## src/rtl/fd_pkg.sv

```systemverilog
// Shared decode constants, FSM state encoding and decoded-instruction record for the FD controller.
// Latency: none (declarations only).
// Backpressure: not applicable.
package fd_pkg;

    localparam logic [6:0] OPC_LOAD  = 7'b0000011;
    localparam logic [6:0] OPC_STORE = 7'b0100011;
    localparam logic [6:0] OPC_OP    = 7'b0110011;

    localparam logic [2:0] F3_DWORD  = 3'b011;
    localparam logic [2:0] F3_ADDSUB = 3'b000;

    localparam logic [6:0] F7_ADD    = 7'b0000000;
    localparam logic [6:0] F7_SUB    = 7'b0100000;

    typedef enum logic [1:0] {
        ST_IDLE,
        ST_SETUP,
        ST_WRITE,
        ST_DONE
    } fd_state_t;

    // One decoded instruction; imm is the raw 12-bit immediate, widened by the consumer.
    typedef struct packed {
        logic        legal;
        logic [4:0]  ra;
        logic [4:0]  rb;
        logic [4:0]  rw;
        logic        add_sub;
        logic        op_mem;
        logic        wr_reg;
        logic        wr_mem;
        logic [11:0] imm;
    } dec_t;

endpackage

```

## src/rtl/fd_control_if.sv

```systemverilog
// Instruction handshake plus the registered FD datapath controls, bundled for one controller.
// Latency: none (wiring only).
// Backpressure: producer holds instr/instr_valid until instr_ready is seen at an edge.
interface fd_control_if #(
    parameter int XLEN  = 64,
    parameter int CNT_W = 16
);
    logic [31:0]      instr;
    logic             instr_valid;
    logic             instr_ready;
    logic [4:0]       Ra;
    logic [4:0]       Rb;
    logic [4:0]       Rw;
    logic             WE_reg;
    logic             WE_mem;
    logic [XLEN-1:0]  OFFSET;
    logic             ADD_SUB;
    logic             OP_MEM;
    logic             done;
    logic             illegal;
    logic [CNT_W-1:0] instr_count;

    modport master (
        output instr, instr_valid,
        input  instr_ready, Ra, Rb, Rw, WE_reg, WE_mem, OFFSET,
               ADD_SUB, OP_MEM, done, illegal, instr_count
    );

    modport slave (
        input  instr, instr_valid,
        output instr_ready, Ra, Rb, Rw, WE_reg, WE_mem, OFFSET,
               ADD_SUB, OP_MEM, done, illegal, instr_count
    );
endinterface

```

## src/rtl/fd_decoder.sv

```systemverilog
// Combinational decode of ld / sd / add / sub into FD register addresses, immediate and enables.
// Latency: zero cycles (pure combinational).
// Backpressure: none; output simply follows instr.
module fd_decoder
    import fd_pkg::*;
(
    input  logic [31:0] instr,
    output dec_t        dec
);
    logic [6:0] opcode;
    logic [4:0] rd;
    logic [2:0] funct3;
    logic [4:0] rs1;
    logic [4:0] rs2;
    logic [6:0] funct7;

    assign opcode = instr[6:0];
    assign rd     = instr[11:7];
    assign funct3 = instr[14:12];
    assign rs1    = instr[19:15];
    assign rs2    = instr[24:20];
    assign funct7 = instr[31:25];

    // Unused address fields stay zero; writes to x0 decode as legal with no register write.
    always_comb begin
        dec = '0;
        case (opcode)
            OPC_LOAD: begin
                if (funct3 == F3_DWORD) begin
                    dec.legal  = 1'b1;
                    dec.rb     = rs1;
                    dec.rw     = rd;
                    dec.imm    = instr[31:20];
                    dec.op_mem = 1'b1;
                    dec.wr_reg = (rd != 5'd0);
                end
            end
            OPC_STORE: begin
                if (funct3 == F3_DWORD) begin
                    dec.legal  = 1'b1;
                    dec.ra     = rs2;
                    dec.rb     = rs1;
                    dec.imm    = {funct7, rd};
                    dec.op_mem = 1'b1;
                    dec.wr_mem = 1'b1;
                end
            end
            OPC_OP: begin
                if ((funct3 == F3_ADDSUB) && ((funct7 == F7_ADD) || (funct7 == F7_SUB))) begin
                    dec.legal   = 1'b1;
                    dec.ra      = rs1;
                    dec.rb      = rs2;
                    dec.rw      = rd;
                    dec.add_sub = funct7[5];
                    dec.wr_reg  = (rd != 5'd0);
                end
            end
            default: ;
        endcase
    end
endmodule

```

## src/rtl/fd_control.sv

```systemverilog
// FD controller: accepts one instruction, sequences SETUP -> WRITE -> DONE with registered outputs.
// Latency: done in the 3rd cycle after accept (legal), 2nd cycle (illegal).
// Backpressure: instr_ready high only in IDLE; instr_valid elsewhere is ignored.
module fd_control
    import fd_pkg::*;
#(
    parameter int XLEN  = 64,
    parameter int CNT_W = 16
) (
    input  logic         clk,
    input  logic         rst,
    fd_control_if.slave  bus
);
    fd_state_t state;
    dec_t      dec;
    logic      legal_q;
    logic      pend_reg;
    logic      pend_mem;

    fd_decoder u_dec (
        .instr (bus.instr),
        .dec   (dec)
    );

    // Controller FSM; every output is a register written here alongside the state.
    always_ff @(posedge clk) begin
        if (rst) begin
            state           <= ST_IDLE;
            legal_q         <= 1'b0;
            pend_reg        <= 1'b0;
            pend_mem        <= 1'b0;
            // Ready is the one output that comes out of reset high, so a word can be taken immediately.
            bus.instr_ready <= 1'b1;
            bus.Ra          <= '0;
            bus.Rb          <= '0;
            bus.Rw          <= '0;
            bus.WE_reg      <= 1'b0;
            bus.WE_mem      <= 1'b0;
            bus.OFFSET      <= '0;
            bus.ADD_SUB     <= 1'b0;
            bus.OP_MEM      <= 1'b0;
            bus.done        <= 1'b0;
            bus.illegal     <= 1'b0;
            bus.instr_count <= '0;
        end else begin
            case (state)
                ST_IDLE: begin
                    if (bus.instr_valid && bus.instr_ready) begin
                        state           <= ST_SETUP;
                        bus.instr_ready <= 1'b0;
                        legal_q         <= dec.legal;
                        pend_reg        <= dec.wr_reg;
                        pend_mem        <= dec.wr_mem;
                        bus.Ra          <= dec.ra;
                        bus.Rb          <= dec.rb;
                        bus.Rw          <= dec.rw;
                        bus.OFFSET      <= {{(XLEN-12){dec.imm[11]}}, dec.imm};
                        bus.ADD_SUB     <= dec.add_sub;
                        bus.OP_MEM      <= dec.op_mem;
                    end
                end
                ST_SETUP: begin
                    if (legal_q) begin
                        state       <= ST_WRITE;
                        bus.WE_reg  <= pend_reg;
                        bus.WE_mem  <= pend_mem;
                    end else begin
                        state       <= ST_DONE;
                        bus.done    <= 1'b1;
                        bus.illegal <= 1'b1;
                    end
                end
                ST_WRITE: begin
                    state           <= ST_DONE;
                    bus.WE_reg      <= 1'b0;
                    bus.WE_mem      <= 1'b0;
                    bus.done        <= 1'b1;
                    bus.instr_count <= bus.instr_count + 1'b1;
                end
                ST_DONE: begin
                    state           <= ST_IDLE;
                    bus.done        <= 1'b0;
                    bus.illegal     <= 1'b0;
                    bus.instr_ready <= 1'b1;
                    bus.Ra          <= '0;
                    bus.Rb          <= '0;
                    bus.Rw          <= '0;
                    bus.OFFSET      <= '0;
                    bus.ADD_SUB     <= 1'b0;
                    bus.OP_MEM      <= 1'b0;
                end
                default: state <= ST_IDLE;
            endcase
        end
    end
endmodule

```

## src/flat_wrapper.sv

```systemverilog
// flat-port wrapper written by rule: the top's interface ports become plain ports
module fd_control_flat import fd_pkg::*;
#(
    parameter int XLEN  = 64,
    parameter int CNT_W = 16
)
  (clk, rst, bus_instr, bus_instr_valid, bus_instr_ready, bus_Ra, bus_Rb, bus_Rw, bus_WE_reg, bus_WE_mem, bus_OFFSET, bus_ADD_SUB, bus_OP_MEM, bus_done, bus_illegal, bus_instr_count);
  fd_control_if #(.XLEN(XLEN), .CNT_W(CNT_W)) bus_i ();
  input  logic clk;
  input  logic rst;
  input wire logic [$bits(bus_i.instr)-1:0] bus_instr;
  input wire logic [$bits(bus_i.instr_valid)-1:0] bus_instr_valid;
  output wire logic [$bits(bus_i.instr_ready)-1:0] bus_instr_ready;
  output wire logic [$bits(bus_i.Ra)-1:0] bus_Ra;
  output wire logic [$bits(bus_i.Rb)-1:0] bus_Rb;
  output wire logic [$bits(bus_i.Rw)-1:0] bus_Rw;
  output wire logic [$bits(bus_i.WE_reg)-1:0] bus_WE_reg;
  output wire logic [$bits(bus_i.WE_mem)-1:0] bus_WE_mem;
  output wire logic [$bits(bus_i.OFFSET)-1:0] bus_OFFSET;
  output wire logic [$bits(bus_i.ADD_SUB)-1:0] bus_ADD_SUB;
  output wire logic [$bits(bus_i.OP_MEM)-1:0] bus_OP_MEM;
  output wire logic [$bits(bus_i.done)-1:0] bus_done;
  output wire logic [$bits(bus_i.illegal)-1:0] bus_illegal;
  output wire logic [$bits(bus_i.instr_count)-1:0] bus_instr_count;
  assign bus_i.instr = bus_instr;
  assign bus_i.instr_valid = bus_instr_valid;
  assign bus_instr_ready = bus_i.instr_ready;
  assign bus_Ra = bus_i.Ra;
  assign bus_Rb = bus_i.Rb;
  assign bus_Rw = bus_i.Rw;
  assign bus_WE_reg = bus_i.WE_reg;
  assign bus_WE_mem = bus_i.WE_mem;
  assign bus_OFFSET = bus_i.OFFSET;
  assign bus_ADD_SUB = bus_i.ADD_SUB;
  assign bus_OP_MEM = bus_i.OP_MEM;
  assign bus_done = bus_i.done;
  assign bus_illegal = bus_i.illegal;
  assign bus_instr_count = bus_i.instr_count;
  fd_control #(.XLEN(XLEN), .CNT_W(CNT_W)) u_core (.clk(clk), .rst(rst), .bus(bus_i));
endmodule
```

## config.mk

```make
export PLATFORM = sky130hd
export DESIGN_NAME = fd_control_flat
export DESIGN_NICKNAME = d
export VERILOG_FILES = /design/src/rtl/fd_pkg.sv /design/src/rtl/fd_control_if.sv /design/src/rtl/fd_decoder.sv /design/src/rtl/fd_control.sv /design/src/flat_wrapper.sv
export SDC_FILE = /design/constraint.sdc
export NUM_CORES = 1
export LEC_CHECK = 0
export CAP_MARGIN = 25
export CORE_UTILIZATION = 37
export DETAILED_ROUTE_END_ITERATION = 8
export HOLD_SLACK_MARGIN = 0.15
export PLACE_DENSITY = 0.8
export SETUP_SLACK_MARGIN = 0.2
export SLEW_MARGIN = 20
export SYNTH_ARGS = -nofsm -noshare
export SYNTH_HDL_FRONTEND = slang
export SYNTH_SLANG_ARGS = --single-unit
```

## constraint.sdc

```tcl
create_clock -name clk -period 1.6 [get_ports clk]
set_clock_uncertainty 0.05 [all_clocks]
set_input_delay 0.32 -clock clk [delete_from_list [all_inputs] [get_ports clk]]
set_output_delay 0.32 -clock clk [all_outputs]
set_load 0.02 [all_outputs]
```

==> key figures, run 1 <==
Global routing
  – Number of global-route vias before repair: 2565
  – Met2 usage: between 30% and 40%
  – Initial antenna violation count: 0
  – Pin count of the biggest net entering global routing: 22
  – Grt ovf: 0
  – Met1 Track Usage GR: between 20% and 30%
  – Global-route wire length before repair: between 10000 and 15000 µm
  – Total track usage: roughly 20%
  – GRT busiest layer: met2
  – Global routing usage on met3: approximately 3.0%

STA
  – Max Freq: 555.9 MHz
  – RSZ-0062 raised after global routing: yes
  – Final Hold Vio Count: 0
  – Tightest Pin Transition: ~0.44 ns
  – Final hold slack: between 0.2 and 0.25 ns
  – Max transition margin: a little over two thirds
  – Min Tclk post-route: about 1.8 ns
  – Setup slack after layout: -0.1990 ns
  – Setup violators final: 28
  – Final period utilization: 112.4%
  – Slew Limit Fails: 0

Placed design
  – Place WS: -0.5007 ns
  – Number of buffers inserted by port buffering: 136
  – Placed Cells: between 500 and 600
  – Detailed placement HPWL: between 5000 and 6000 µm
  – Final GP Congestion: around 0.79

Critical path
  – Crit path DAT: ~2 ns
  – Crit Path Max Fanout: 6
  – Crit-path cells: ha_4 > buf_6 > and2b_2 > nor3_4 > buf_4 > buf_6 > buf_16 > a32oi_2 > nand2_1
  – Worst path bufs/invs: 4
  – Worst endpoint required time: roughly 1.8 ns
  – Startpoint class of the critical path: flop
  – Crit path kind: flop to flop
  – Critical path's slowest cell: dfxtp_4
  – R2R setup slack: -0.20 ns
  – Delay of the slowest cell on the worst path: 0.38 ns
  – CP top delay family: simple AND/OR/NAND/NOR gates
  – Top cell by count, worst path: buf_6
  – Crit end category: flop

Synthesis
  – Top-area cell type share of the netlist area: approximately two fifths
  – Largest cells by area after synthesis: dfxtp_1 (39%), buf_4 (14%), nand2_1 (4.1%)
  – Distinct cells, synth: 42
  – Async S/R FF share, synth: 0%
  – Cell with the most instances after synthesis: dfxtp_1
  – Synth area leader: dfxtp_1
  – Mean Syn Cell Area: between 8 and 9 µm²
  – Syn nets: roughly 360
  – Post-synthesis register bit count: 55
  – Synthesized cell area: approximately 2800 µm²
  – Ys flop type: dfxtp_1
  – Post-Synthesis Cells: roughly 320
  – Number of synthesized flops with an enable pin: 0
  – YS warnings: 0
  – Register area share after synthesis: a little under 40%
  – Synth top cells by count: dfxtp_1 (55), buf_4 (53), nand2_1 (31)

Drt
  – Total wire length: approximately 9100 µm
  – Drt wl/cell: roughly 17 µm
  – Total number of vias: between 2000 and 3000
  – First-pass DRT Iterations: 4
  – DRT antenna net count: 0
  – First DRT Iteration DRCs: 124
  – Drc violations: 0
  – Via-to-Cell Ratio: 5.190

Finish
  – Area of the multi-input gates: ~1500 µm²
  – # diodes: 0
  – Synth-to-layout area growth: 81.90%
  – Final nets: ~490
  – Finished Layout Cells: between 500 and 600
  – Layout cell share with drive strength beyond 1: around 49%
  – Register area: about 1100 µm²
  – Fill count: around 530
  – Max reg flops: 16
  – Largest regs: u_core.bus.instr_count: 16 flops, u_core.bus.OFFSET: 12 flops
  – Most flops, register: u_core.bus.instr_count

Clocking
  – CTS Buf Count: 5
  – Worst-path clk slew: about 0.10 ns
  – Clk root buf: clkbuf_8
  – Clock Latency Late Sink: between 0.3 and 0.4 ns
  – CTS Hold Bufs: 0
  – CTS tree: built
  – Total clock sinks: 55
  – Clock tree buffer depth: 2
  – CTS H-tree depth: 2

Power and ir drop
  – Max VDD drop: 0.3791 mV
  – Power Density: approximately 650 nW/µm²
  – Lkg Pwr: approximately 0.0023 µW

Die
  – Io pins: 137
  – Cell Rows: 31
  – Chip Width: between 80 and 90 µm
  – Die ar.: around 8000 µm²
  – Core box area: roughly 7300 µm²
  – Starting Density: between 30% and 40%
  – Die Height: between 80 and 90 µm

Outcome
  – Outcome: finished, violations left
  – Failing checks: setup timing

Worst hold path
  – Worst Hold Class: input port to flop

Job
  – Max Cap Violations: 0
cell families after synthesis:
family | count (synthesis) | synth area share [%]
adder cells (fa/ha/maj) | 5 | 2.218
AND/OR/NAND/NOR | 99 | 18.23
XOR/XNOR | 12 | 3.727
multiplexers | 8 | 2.840
AO/OA/AOI/OAI | 61 | 15.09
flip-flops | 55 | 39.04
buffers and inverters | 75 | 18.86
power breakdown:
group | switching [µW] | leakage (µW) | total (µW) | internal (µW)
clock network | 463 | 0.0000477 | 765 | 302
registers | 63.5 | 0.000452 | 1490 | 1430
logic | 494 | 0.00177 | 1080 | 588
total | 1020 | 0.00227 | 3340 | 2320
area by class of cell:
| type | count | area share (%) |
|---|---|---|
| well taps | 99 | 2.415 |
| clock buffers | 5 | 1.341 |
| flip-flops and latches | 55 | 22.00 |
| inverters | 7 | 0.5610 |
| multi-input cells | 185 | 29.88 |
| repair buffers | 192 | 43.51 |
| clock inverters | 3 | 0.2927 |
routing by layer:
layer  part of all wire [%]  routed length [µm]
met5                      0                   0
met2                     52                4762
met4                    2.2                 204
met3                    6.7                 611
met1                     39                3564
worst paths after layout:
path	startpoint	end	depth (start not counted)
worst max register to register	u_core.state[0]	u_core.bus.Ra[1]	9
worst max-delay path	u_core.state[0]	u_core.bus.Ra[1]	9
worst min-delay path	bus_instr[27]	u_core.bus.OFFSET[7]	2
worst min register to register	u_core.bus.Ra[2]	u_core.bus.Ra[2]	2
through the flow:
stage | TNS (ns) | power, µW | instance area [µm²] | utilization (%)
finish | -3.346 | 3341 | 5130 | 70.35
detailed placement | -11.59 | 2290 | 4146 | 56.86
global route | -4.689 | 3489 | 5130 | 70.35
floorplan | -1.976 | 1972 | 2887 | -
CTS | -0.4239 | 3245 | 4571 | 62.68
global placement | -11.23 | 2261 | 4146 | 56.86
what timing repair did:
item / in CTS / in global routing
gates resized for setup: 408 / 174
setup endpoints to repair: 146 / 146
hold endpoints to repair: 0 / 0
gates cloned: 6 / 6
pin swaps: 19 / 17
buffers inserted: 8 / 7
cells in the final DEF (no fill, tap or decap), types with 11 or more instances in the layout:
master           Yosys  routed
nor2_1              18      18
clkbuf_2             0      19
clkdlybuf4s50_1      0      24
dfxtp_2              0      13
clkdlybuf4s15_1      0      21
buf_6                6      11
buf_4               53      36
buf_8                0      44
dfxtp_1             55      39
nand2_1             31      20
Note: power is estimated with default switching activity, not from simulation.
==> inputs of run 2 (changes only) <==
--- a/config.mk
+++ b/config.mk
@@ -7,10 +7,12 @@
 export LEC_CHECK = 0
 export CAP_MARGIN = 25
 export CORE_UTILIZATION = 37
+export CTS_CLUSTER_DIAMETER = 30
 export DETAILED_ROUTE_END_ITERATION = 8
 export HOLD_SLACK_MARGIN = 0.15
 export PLACE_DENSITY = 0.8
 export SETUP_SLACK_MARGIN = 0.2
+export SKIP_LAST_GASP = 1
 export SLEW_MARGIN = 20
 export SYNTH_ARGS = -nofsm -noshare
 export SYNTH_HDL_FRONTEND = slang
==> key figures, run 2 (synthesized netlist as in run 1, its figures left out) <==
Power and ir drop
  – Overall power: 3340 µW (about the same)
  – Psw: 1023 µW (+0.20%)
  – Lkg Pwr: 0.002156 µW (-4.8%)
  – Max VDD drop: 0.3882 mV (+2.4%)
  – Clock group share of total power: 22.8% (about the same)
  – Net Sw Frac: 30.63% (+0.069 points)
  – Internal Power: 2317 µW (-0.12%)
  – Power Density: 701.0 nW/µm² (+7.6%)
  – Sequential fraction of design power: 44.7% (about the same)
  – Gate power share: 32.5% (about the same)

Critical path
  – Crit path DAT: 2.01 ns (about the same)
  – Worst endpoint required time: 1.80 ns (about the same)
  – Crit path kind: flop to flop
  – Crit Path Max Fanout: 6 (unchanged)
  – R2r worst-path depth: 9 (unchanged)
  – Crit end category: flop
  – Startpoint class of the critical path: flop

Clocking
  – Clk root buf: clkbuf_8
  – CTS Buf Count: 5 (unchanged)
  – CTS Hold Bufs: 0 (unchanged)
  – Worst-path clk slew: 0.10 ns (about the same)
  – CTS tree: built
  – Clock Latency Late Sink: 0.31 ns (about the same)
  – Clock tree buffer depth: 2 (unchanged)
  – CTS H-tree depth: 2 (unchanged)
  – Total clock sinks: 55 (unchanged)

STA
  – RSZ-0062 raised after global routing: yes
  – Min Tclk post-route: 1.809 ns (+0.009707 ns)
  – Final period utilization: 113.0% (+0.61 points)
  – Slew Limit Fails: 0 (unchanged)
  – Setup violators final: 28 (unchanged)
  – Tightest Pin Transition: 0.4416 ns (-0.0006287 ns)
  – Setup slack after layout: -0.2087 ns (-0.009707 ns)
  – Final Hold Vio Count: 0 (unchanged)
  – Max Freq: 552.9 MHz (-0.54%)
  – Max transition margin: 70.36% (about the same)
  – Final TNS setup: -3.565 ns (-0.2194 ns)

Global routing
  – Pin count of the biggest net entering global routing: 22 (unchanged)
  – Total track usage: 20.46% (unchanged)
  – Grt ovf: 0 (unchanged)
  – Global-route wire length before repair: 12450 µm (unchanged)
  – Number of global-route vias before repair: 2576 (+0.43%)
  – Initial antenna violation count: 0 (unchanged)

Outcome
  – Failing checks: setup timing
  – Outcome: finished, violations left

Placed design
  – Place WS: -0.5007 ns (unchanged)
  – Detailed placement HPWL: 5716 µm (unchanged)
  – Number of buffers inserted by port buffering: 136 (unchanged)
  – Final GP Congestion: 0.7912 (unchanged)

Drt
  – Drc violations: 0 (unchanged)
  – DRT antenna net count: 0 (unchanged)
  – Drt wl/cell: 16.53 µm (-1.3%)
  – Total wire length: 8926 µm (-2.4%)
  – Total number of vias: 2791 (-1.5%)
  – First DRT Iteration DRCs: 132 (+6.5%)
  – First-pass DRT Iterations: 4 (unchanged)
  – Via-to-Cell Ratio: 5.169 (-0.42%)

Job
  – Max Cap Violations: 0 (unchanged)

Die
  – Starting Density: 38.68% (unchanged)
  – Die ar.: 7975 µm² (unchanged)
  – Cell Rows: 31 (unchanged)
  – Die Height: 89.31 µm (unchanged)
  – Core box area: 7292 µm² (unchanged)
  – Io pins: 137 (unchanged)
  – Chip Width: 89.31 µm (unchanged)

Worst hold path
  – Worst Hold Depth: 2 (unchanged)
  – Worst Hold Class: input port to flop

Finish
  – Max reg flops: 16 (unchanged)
  – Layout cell share with drive strength beyond 1: 47.62% (-0.93 points)
  – Final nets: 480 (-1.2%)
  – Commonest non-fill, non-tap cells in the layout: buf_4 (64), dfxtp_1 (40), clkdlybuf4s50_1 (24), nand2_1 (21)
  – Largest regs: u_core.bus.instr_count: 16 flops, u_core.bus.OFFSET: 12 flops
  – # diodes: 0 (unchanged)
  – Most flops, register: u_core.bus.instr_count
  – Commonest non-fill, non-tap cell in the layout: buf_4
  – Synth-to-layout area growth: 68.94%
run 2: cell count changes in the layout (fill, tap and decap cells not counted), moves of 3 or more:
| cell | delta |
|---|---|
| buf_6 | +7 |
| buf_4 | +28 |
| clkbuf_16 | -3 |
| buf_8 | -38 |
run 2: through the flow:
step | util (%) | hold WS, ns | cell area [µm²] | instances
2_1_floorplan | - | 0.3825 | 2887 | 315
3_3_place_gp | 56.86 | 0.3874 | 4146 | 511
3_5_place_dp | 56.86 | 0.3937 | 4146 | 511
4_1_cts | 60.95 | 0.4189 | 4444 | 533
5_1_grt | 65.34 | 0.2513 | 4765 | 540
6_report | 65.34 | 0.2435 | 4765 | 540
run 2: routing by layer:
metal | GRT usage, % | routed length, µm | vias to the layer above
met5 | 0 | 0 | -
met4 | 7.937 | 228 | 0
met3 | 3.047 | 626 | 17
met2 | 37.75 | 4634 | 126
met1 | 23.74 | 3436 | 1342
li1 | - | - | 1306
run 2: what timing repair did:
item	CTS	global route
setup buffers	8	5
gates resized for setup	370	143
pin swaps	19	16
endpoints found under the setup margin	146	131
gates cloned	6	2
run 2: worst max-delay path, cell delays in order, from the launching register on:
cell and delay [ns]:
dfxtp_4 0.38, ha_4 0.16, buf_6 0.11, and2b_2 0.21, nor3_4 0.26, buf_4 0.17
buf_6 0.12, buf_16 0.12, a32oi_2 0.06, nand2_1 0.11
run 2: area by class of cell:
| class | count | area, µm² |
|---|---|---|
| clock inverter | 3 | 15.01 |
| fill | 600 | 2527 |
| timing repair buffer | 186 | 1871 |
| multi-input combinational | 185 | 1530 |
| inverter | 7 | 28.78 |
| tap | 99 | 123.9 |
| clock buffer | 5 | 68.82 |
| sequential | 55 | 1127 |
run 2: final timing paths:
path / to / slack [ns] / startpoint
max: u_core.bus.Ra[1] / -0.21 / u_core.state[0]
min: u_core.bus.OFFSET[7] / 0.24 / bus_instr[27]
min reg2reg: u_core.pend_reg / 0.42 / u_core.pend_reg
max reg2reg: u_core.bus.Ra[1] / -0.21 / u_core.state[0]
run 2: power groups by stage:
stage                     Combinational, µW  Clock (µW)  Sequential [µW]
after floorplan                         435           0             1540
after global placement                  757           0             1500
after detailed placement                783           0             1510
after CTS                               974         771             1490
after global routing                   1160         825             1500
final                                  1080         762             1490
==> inputs of run 3 (changes only) <==
--- a/config.mk
+++ b/config.mk
@@ -6,6 +6,7 @@
 export NUM_CORES = 1
 export LEC_CHECK = 0
 export CAP_MARGIN = 25
+export CORE_ASPECT_RATIO = 0.8
 export CORE_UTILIZATION = 37
 export CTS_CLUSTER_DIAMETER = 30
 export DETAILED_ROUTE_END_ITERATION = 8
@@ -13,7 +14,7 @@
 export PLACE_DENSITY = 0.8
 export SETUP_SLACK_MARGIN = 0.2
 export SKIP_LAST_GASP = 1
-export SLEW_MARGIN = 20
+export SLEW_MARGIN = 25
 export SYNTH_ARGS = -nofsm -noshare
 export SYNTH_HDL_FRONTEND = slang
 export SYNTH_SLANG_ARGS = --single-unit
==> key figures, run 3 (synthesized netlist as in run 1, its figures left out) <==
Finish
  – Synth-to-layout area growth: 68.77%
  – Final instance area: 4760 µm² (-0.11%)
  – # diodes: 0 (unchanged)
  – Commonest non-fill, non-tap cell in the layout: buf_4
  – Layout cell share with drive strength beyond 1: 47.30% (-0.32 points)
  – Final nets: 483 (+0.63%)
  – Max reg flops: 16 (unchanged)
  – Largest regs: u_core.bus.instr_count: 16 flops, u_core.bus.OFFSET: 12 flops
  – Commonest non-fill, non-tap cells in the layout: buf_4 (54), dfxtp_1 (41), clkdlybuf4s50_1 (25), buf_6 (22), nand2_1 (20)
  – Most flops, register: u_core.bus.instr_count

Outcome
  – Outcome: finished, violations left
  – Failing checks: setup timing

Global routing
  – Grt ovf: 0 (unchanged)
  – Initial antenna violation count: 0 (unchanged)
  – Global-route wire length before repair: 12270 µm (-1.5%)
  – Pin count of the biggest net entering global routing: 22 (unchanged)
  – Total track usage: 19.41% (-1.1 points)
  – Number of global-route vias before repair: 2520 (-2.2%)

Placed design
  – Number of buffers inserted by port buffering: 136 (unchanged)
  – Detailed placement HPWL: 5632 µm (-1.5%)
  – Final GP Congestion: 0.8350 (+5.5%)
  – Place WS: -0.3940 ns (+0.1067 ns)
  – DP Area: 4156 µm² (+0.24%)

Critical path
  – Worst endpoint required time: 1.80 ns (about the same)
  – Delay of the slowest cell on the worst path: 0.39 ns (about the same)
  – R2r worst-path depth: 9 (unchanged)
  – Crit end category: flop
  – Critical path's slowest cell: dfxtp_4
  – CP top delay family: simple AND/OR/NAND/NOR gates
  – Crit path DAT: 1.87 ns (-0.14 ns)
  – Crit path kind: flop to flop
  – Worst path bufs/invs: 4 (unchanged)
  – Stages on the worst setup path: 9 (unchanged)
  – Crit-path cells: inv_4 > ha_4 > and3_4 > buf_12 > nor3_4 > buf_6 > buf_16 > a32oi_1 > nand2_1
  – Startpoint class of the critical path: flop
  – Crit Path Max Fanout: 6 (unchanged)

STA
  – Final Hold Vio Count: 0 (unchanged)
  – Setup violators final: 29 (+3.6%)
  – Setup slack after layout: -0.07132 ns (+0.1374 ns)
  – Max Freq: 598.3 MHz (+8.2%)
  – Final hold slack: 0.3087 ns (+0.06517 ns)
  – Tightest Pin Transition: 0.4199 ns (-0.02165 ns)
  – Max transition margin: 71.82% (+1.5 points)
  – RSZ-0062 raised after global routing: yes
  – Slew Limit Fails: 0 (unchanged)
  – Final period utilization: 104.5% (-8.6 points)
  – Min Tclk post-route: 1.671 ns (-0.1374 ns)

Die
  – Die ar.: 7978 µm² (about the same)
  – Cell Rows: 28 (-9.7%)
  – Die Height: 80.09 µm (-10%)
  – Chip Width: 99.61 µm (+12%)
  – Core box area: 7392 µm² (+1.4%)
  – Io pins: 137 (unchanged)
  – Starting Density: 38.15% (-0.52 points)

Power and ir drop
  – Max VDD drop: 0.6142 mV (+58%)
  – Overall power: 3516 µW (+5.3%)
  – Power Density: 738.8 nW/µm² (+5.4%)
  – Lkg Pwr: 0.002169 µW (+0.60%)

Drt
  – Via-to-Cell Ratio: 5.087 (-1.6%)
  – Drc violations: 0 (unchanged)
  – Total wire length: 8698 µm (-2.6%)
  – First DRT Iteration DRCs: 136 (+3.0%)
  – Total number of vias: 2793 (+0.072%)
  – DRT antenna net count: 0 (unchanged)
  – First-pass DRT Iterations: 8 (+4)
  – Drt wl/cell: 15.84 µm (-4.2%)

Clocking
  – CTS H-tree depth: 2 (unchanged)
  – Total clock sinks: 55 (unchanged)
  – CTS Buf Count: 5 (unchanged)
  – Clock tree buffer depth: 2 (unchanged)
  – Worst-path clk slew: 0.10 ns (about the same)
  – Clock Latency Late Sink: 0.30 ns (about the same)
  – Clk root buf: clkbuf_8
  – CTS tree: built

Worst hold path
  – Worst Hold Class: input port to flop
  – Worst Hold Depth: 2 (unchanged)

Job
  – Max Cap Violations: 0 (unchanged)
## run 3: metrics by stage
stage,util (%),instances,setup TNS [ns]
3_5_place_dp,56.23,519,-10.20
2_1_floorplan,-,315,-1.976
4_1_cts,58.62,539,-0.2012
6_report,64.39,549,-1.308
3_3_place_gp,56.23,519,-9.215
5_1_grt,64.39,549,-3.595
## run 3: final cells by class
type	instances	area [µm²]
multi-input combinational	185	1541
tap	105	131.4
fill	536	2633
clock inverter	1	7.507
sequential	55	1124
inverter	7	28.78
clock buffer	7	96.34
timing repair buffer	189	1831
## run 3: repair_timing
action / in CTS / in global routing
hold buffers: 0 / 0
pin swaps: 19 / 20
setup endpoints to repair: 147 / 128
resized for setup: 349 / 145
cloned: 3 / 4
hold endpoints to repair: 0 / 0
buffers inserted: 9 / 6
## run 3: where the power goes
part	leakage [µW]	internal (µW)	switching, µW	total [µW]
registers	0.000451	1430	55.7	1480
clock network	0.0000505	394	439	834
logic	0.00167	647	553	1200
total	0.00217	2470	1050	3520
## run 3: routing by layer
layer / track usage [%] / vias to the layer above / wire [µm]
li1: - / 1312 / -
met1: 22.77 / 1357 / 3363
met2: 35.63 / 118 / 4733
met3: 4.613 / 6 / 529
met4: 4.853 / 0 / 71
met5: 0 / - / 0
## run 3: worst paths after layout
| check | to | slack (ns) | from |
|---|---|---|---|
| setup / recovery | u_core.bus.Ra[1] | -0.07 | u_core.state[1] |
| hold / removal | u_core.bus.OFFSET[5] | 0.31 | bus_instr[25] |
| setup reg to reg | u_core.bus.Ra[1] | -0.07 | u_core.state[1] |
| hold reg to reg | u_core.bus.OFFSET[2] | 0.43 | u_core.bus.OFFSET[2] |
